**src/rtl/ov_capture_pkg.sv**
```systemverilog
// ov_capture_pkg: shared FSM type, default geometry and counter widths for the OV7670 capture front end
package ov_capture_pkg;

   typedef enum logic [1:0] {SYNC, ACTIVE, END, ACTIVE_WAIT} ov_state_t;

   localparam int OV_LINE_PIXELS = 640;
   localparam int OV_FRAME_LINES = 480;
   localparam int OV_X_W         = 10;
   localparam int OV_Y_W         = 9;

endpackage

```
**src/rtl/ov_byte_pair.sv**
```systemverilog
// ov_byte_pair: pairs href-qualified bus bytes into 16-bit pixels, {first byte, second byte}
module ov_byte_pair (
   input  logic        ov_pclk,
   input  logic        rst,
   input  logic        en,
   input  logic [7:0]  p_data,
   output logic        phase,
   output logic [15:0] pixel_data,
   output logic        pixel_valid
);

   logic [7:0] hi;

   // phase 0 latches the high byte, phase 1 emits the pixel; a gap in en drops any dangling byte
   always_ff @(posedge ov_pclk or negedge rst)
      if (!rst) begin
         phase       <= 1'b0;
         hi          <= '0;
         pixel_data  <= '0;
         pixel_valid <= 1'b0;
      end else begin
         phase       <= en & ~phase;
         pixel_valid <= en & phase;
         if (en && !phase) hi <= p_data;
         if (en && phase) pixel_data <= {hi, p_data};
      end

endmodule

```
**src/rtl/ov_frame_capture.sv**
```systemverilog
// ov_frame_capture: OV7670 frame/line framing, pixel position tagging and geometry check (OV_CAPTURE_CHECK_EN enables frame_err)
module ov_frame_capture
   import ov_capture_pkg::*;
#(
   parameter int LINE_PIXELS = OV_LINE_PIXELS,
   parameter int FRAME_LINES = OV_FRAME_LINES
) (
   input  logic              ov_pclk,
   input  logic              rst,
   input  logic              vsync,
   input  logic              href,
   input  logic [7:0]        p_data,
   output logic [15:0]       pixel_data,
   output logic              pixel_valid,
   output logic [OV_X_W-1:0] pixel_x,
   output logic [OV_Y_W-1:0] pixel_y,
   output logic              line_done,
   output logic              frame_done,
   output logic              frame_err,
   output logic [7:0]        frame_count
);

   ov_state_t         state, state_nx;
   logic              vs_q, hr_q, vs_rise, vs_fall, hr_fall, en, phase, emit, frame_end;
   logic [OV_X_W-1:0] x;
   logic [OV_Y_W-1:0] y;

   assign vs_rise   = vsync & ~vs_q;
   assign vs_fall   = ~vsync & vs_q;
   assign hr_fall   = ~href & hr_q;
   assign en        = (state == ACTIVE) & href & ~vsync;
   assign emit      = en & phase;
   assign frame_end = (state == ACTIVE) & vs_rise;

   ov_byte_pair u_pair (
      .ov_pclk     (ov_pclk),
      .rst         (rst),
      .en          (en),
      .p_data      (p_data),
      .phase       (phase),
      .pixel_data  (pixel_data),
      .pixel_valid (pixel_valid)
   );

   // sync history for edge detection; cleared so a reset never fakes a vs_fall
   always_ff @(posedge ov_pclk or negedge rst)
      if (!rst) begin
         vs_q <= 1'b0;
         hr_q <= 1'b0;
      end else begin
         vs_q <= vsync;
         hr_q <= href;
      end

   // state register
   always_ff @(posedge ov_pclk or negedge rst)
      if (!rst) state <= SYNC;
      else state <= state_nx;

   // next state; END is the single frame_done cycle
   always_comb begin
      state_nx   = state;
      frame_done = (state == END);
      if (state == ACTIVE) state_nx = vs_rise ? END : ACTIVE;
      else if (state == END) state_nx = ACTIVE_WAIT;
      else if (vs_fall) state_nx = ACTIVE;
   end

   // column/row counters and the position tag latched with each emitted pixel
   always_ff @(posedge ov_pclk or negedge rst)
      if (!rst) begin
         x       <= '0;
         y       <= '0;
         pixel_x <= '0;
         pixel_y <= '0;
      end else begin
         if (hr_fall) x <= '0;
         else if (emit && x != '1) x <= x + 1'b1;
         if (vs_fall) y <= '0;
         else if (hr_fall && y != '1) y <= y + 1'b1;
         if (emit) begin
            pixel_x <= x;
            pixel_y <= y;
         end
      end

   // line strobe and frame counter; the count already includes the frame being reported
   always_ff @(posedge ov_pclk or negedge rst)
      if (!rst) begin
         line_done   <= 1'b0;
         frame_count <= '0;
      end else begin
         line_done <= (state == ACTIVE) & hr_fall;
         if (frame_end) frame_count <= frame_count + 1'b1;
      end

`ifdef OV_CAPTURE_CHECK_EN
   localparam logic [OV_X_W-1:0] LP = OV_X_W'(LINE_PIXELS);
   localparam logic [OV_Y_W:0]   FL = (OV_Y_W+1)'(FRAME_LINES);

   logic            err, line_err;
   logic [OV_Y_W:0] y_end;

   assign line_err = (state == ACTIVE) & ((hr_fall & (phase | (x != LP))) | (vs_rise & href));
   assign y_end    = {1'b0, y} + (OV_Y_W+1)'(hr_fall);

   // per-frame error accumulation, published at frame end and held until the next one
   always_ff @(posedge ov_pclk or negedge rst)
      if (!rst) begin
         err       <= 1'b0;
         frame_err <= 1'b0;
      end else begin
         if (vs_fall) err <= 1'b0;
         else if (line_err) err <= 1'b1;
         if (frame_end) frame_err <= err | line_err | (y_end != FL);
      end
`else
   assign frame_err = 1'b0;
`endif

endmodule

```
**config.mk**
```make
export PLATFORM = sky130hd
export DESIGN_NAME = ov_frame_capture
export DESIGN_NICKNAME = d
export VERILOG_FILES = /design/src/rtl/ov_capture_pkg.sv /design/src/rtl/ov_byte_pair.sv /design/src/rtl/ov_frame_capture.sv
export SDC_FILE = /design/constraint.sdc
export NUM_CORES = 1
export LEC_CHECK = 0
export ABC_AREA = 1
export CORE_UTILIZATION = 35
export DETAILED_ROUTE_END_ITERATION = 6
export MAX_ROUTING_LAYER = met4
export PLACE_DENSITY_LB_ADDON = 0.12
export SLEW_MARGIN = 30
export SYNTH_ARGS = -nofsm -noshare
export SYNTH_HDL_FRONTEND = slang
export SYNTH_SLANG_ARGS = --single-unit
```
**constraint.sdc**
```tcl
create_clock -name ov_pclk -period 1.56 [get_ports ov_pclk]
set_clock_uncertainty 0.1 [all_clocks]
set_input_delay 0.312 -clock ov_pclk [delete_from_list [all_inputs] [get_ports ov_pclk]]
set_output_delay 0.312 -clock ov_pclk [all_outputs]
set_load 0.01 [all_outputs]
```
==> results.cfg <==
[clock_tree]
cts_tree = yes
clock-sinks = 77
cts_max_level = 3
clkLatencyLatePin_ns = 0.34
cts_buffers = 9
clock_path_buffers = 2
clk_pin_slew_ns = 0.08
cts-root-buf = clkbuf_8

[cells_and_area]
fin_util = 0.496
fin_area_um2 = 4890
stdcell_count = 633
fillers = 976
fin_nets = 512
n_antenna_cell = 0
drive_above_1_share = 0.276
area_delta_synth_final_pct = 35.5

[pwr]
seqPwrFrac = 0.451
pwr-share-clk = 0.253
ir_drop_v = 0.000459
cellLeakagePower_nw = 2.57
intPower_mw = 4.10
netSwitchingFraction = 0.316
power.density_nw_per_um2 = 1230
switching_power_mw = 1.89
combPwrFrac = 0.296
total_power_mw = 6.00

[synth]
ys_seq_elements = 77
synth_edf_count = 0
synth-compound-area-share = 0.126
synth-simple-area-share = 0.223
synth_top_family_by_area = simple AND/OR/NAND/NOR gates
synthAdderAreaFrac = 0.0139
yosysSeqAreaShare = 0.534
synth.top_cell.area_share = 0.534
synth_area_per_cell_um2 = 9.16
yosys.area.top_type = dfrtp_1
synth_flop_cell = dfrtp_1
synth_cell_types = 30
synth_area_leaders = dfrtp_1 (53%), nand2_1 (12%), o21ai_2 (9.7%)
synth_area_um2 = 3610
synthArstFlopShare = 1.00
synth_nets = 410
synth_xor_xnor_area_share = 0.0170
synthCells = 394
synth_mux_area_frac = 0
synth_warnings = 0

[timing]
layout_min_cycle_time_ns = 1.69
rsz0062_at_grt = true
fin_crit_sh = 1.08
worst_slack_ns = -0.130
hold_viol = 0
fmax_mhz = 592
fin_setup_tns_ns = -0.825
hold_ws_ns = 0.194
drv_slew = 0
setup_violations = 9

[detailed_routing]
vias = 2780
viasPerCell = 4.39
drt_pass1_iterations = 4
drcViolationCount = 0
routed_wl_um = 7590
first_iter_violations = 68
wl_per_cell_um = 12.0
ant_nets = 0

[global_routing]
grt_remaining_overflow = 0
grt_pass1_wl_um = 13100
grt_max_degree = 27
grt_util_all_layers = 0.159
antenna_found_initial = 0
grt_pass1_vias = 2746

[critical_path]
critPathArrivalTime_ns = 1.84
cp-end-kind = register
rr_worst_depth = 9
worst-setup-path-type = register to register
start_kind = register
critPathMaxFanout = 3
critPathRequiredTime_ns = 1.71

[placed_design]
dp_cells = 604
post_dp_cell_area_um2 = 4550
io_buffer_count = 57
gp_congestion = 0.814
place_hpwl_um = 5300
preCtsSetupSlack_ns = -0.280

[die]
die_y_um = 104
die_area_um2 = 10700
core.rowCount = 36
die_w_um = 104
num_io_pins = 59
core_um2 = 9860
initial_core_util = 0.366

[run_status]
outcome = complete, but fails checks
violations = negative setup slack

[min_path]
hold_class = input port to register
hold_path_depth = 2

[flow_run]
max_cap_violations = 0
[critical path, stage by stage, from the launching register on]
cell and delay [ns]:
dfrtp_1 0.36, ha_2 0.19, nand4_1 0.15, nor2_2 0.14, ha_2 0.18, inv_2 0.04, nand2_4 0.08, buf_4 0.12
nor3_1 0.04, nor3_1 0.19
[sequential cells by signal, indices dropped and copies added (netlist names), 2 cells and up]
register,count
frame_count,8
y,9
u_pair.pixel_data,16
x,10
u_pair.hi,8
pixel_y,9
pixel_x,10
state,2
[timing repair]
item,4_1_cts,5_1_grt
endpoints found under the hold margin,23,0
setup endpoints to repair,55,19
gates resized for setup,61,17
pin swaps,7,8
cloned,0,1
hold buffers,1,0
buffers inserted,7,5
[power groups by stage]
| stage | logic, mW | registers, mW | clock network [mW] |
|---|---|---|---|
| CTS | 1.78 | 2.71 | 1.57 |
| finish | 1.78 | 2.71 | 1.52 |
| floorplan | 0.808 | 2.90 | 0 |
| global placement | 1.86 | 2.77 | 0 |
| detailed placement | 1.89 | 2.79 | 0 |
| global route | 2.00 | 2.77 | 1.64 |
[logic make-up (layout without fill, tap and decap cells)]
group,count (synthesis),count (layout)
fa+ha+maj,4,4
xor+xnor,7,7
buf+inv,64,169
other cells,1,1
compound gates,60,60
simple gates,181,182
flops,77,77
[layout make-up]
class / instances / area (um2) / area share
clock inverters: 4 / 47.5 / 0.00972
well taps: 133 / 166 / 0.0340
inverters: 53 / 213 / 0.0435
repair buffers: 101 / 921 / 0.188
multi-input cells: 254 / 1470 / 0.300
flip-flops and latches: 77 / 1930 / 0.394
clock buffers: 11 / 151 / 0.0310
[path summary, 6_finish.rpt]
path | startpoint | to | slack [ns]
worst min register to register | pixel_x[7] | pixel_x[7] | 0.37
worst max-delay path | y[0] | y[2] | -0.13
min in group asynchronous | rst | frame_count[3] | 0.33
max in group asynchronous | rst | u_pair.pixel_data[2] | 0.54
worst min-delay path | href | hr_q | 0.19
worst max register to register | y[0] | y[2] | -0.13
[placed cells by master, fill, tap and decap left out, types with 6 or more instances in the layout]
cell / n
nand2_1: 117
dfrtp_1: 77
dlygate4sd2_1: 45
inv_1: 44
o21ai_2: 43
buf_4: 37
nor2_1: 20
nand3_1: 14
clkbuf_8: 11
clkdlybuf4s50_1: 9
inv_2: 6
a21oi_1: 6
buf_12: 6
[Yosys cell counts, types with 4 or more instances]
| master | instances |
|---|---|
| nand2_1 | 120 |
| buf_6 | 7 |
| nor3_1 | 5 |
| xor2_1 | 4 |
| ha_1 | 4 |
| nand2_2 | 4 |
| o21ai_2 | 40 |
| inv_1 | 47 |
| nor2_1 | 22 |
| o21ai_0 | 9 |
| a21oi_1 | 6 |
| nand3_1 | 17 |
| dfrtp_1 | 77 |
| inv_2 | 5 |
[metal layers]
layer / global-route usage / up-vias / routed length, um
li1: - / 1431 / -
met2: 0.259 / 38 / 3910
met5: - / - / 0
met3: 0.0409 / 7 / 208
met1: 0.195 / 1304 / 3410
met4: 0.0435 / 0 / 68
(Power assumes the default switching activity.)
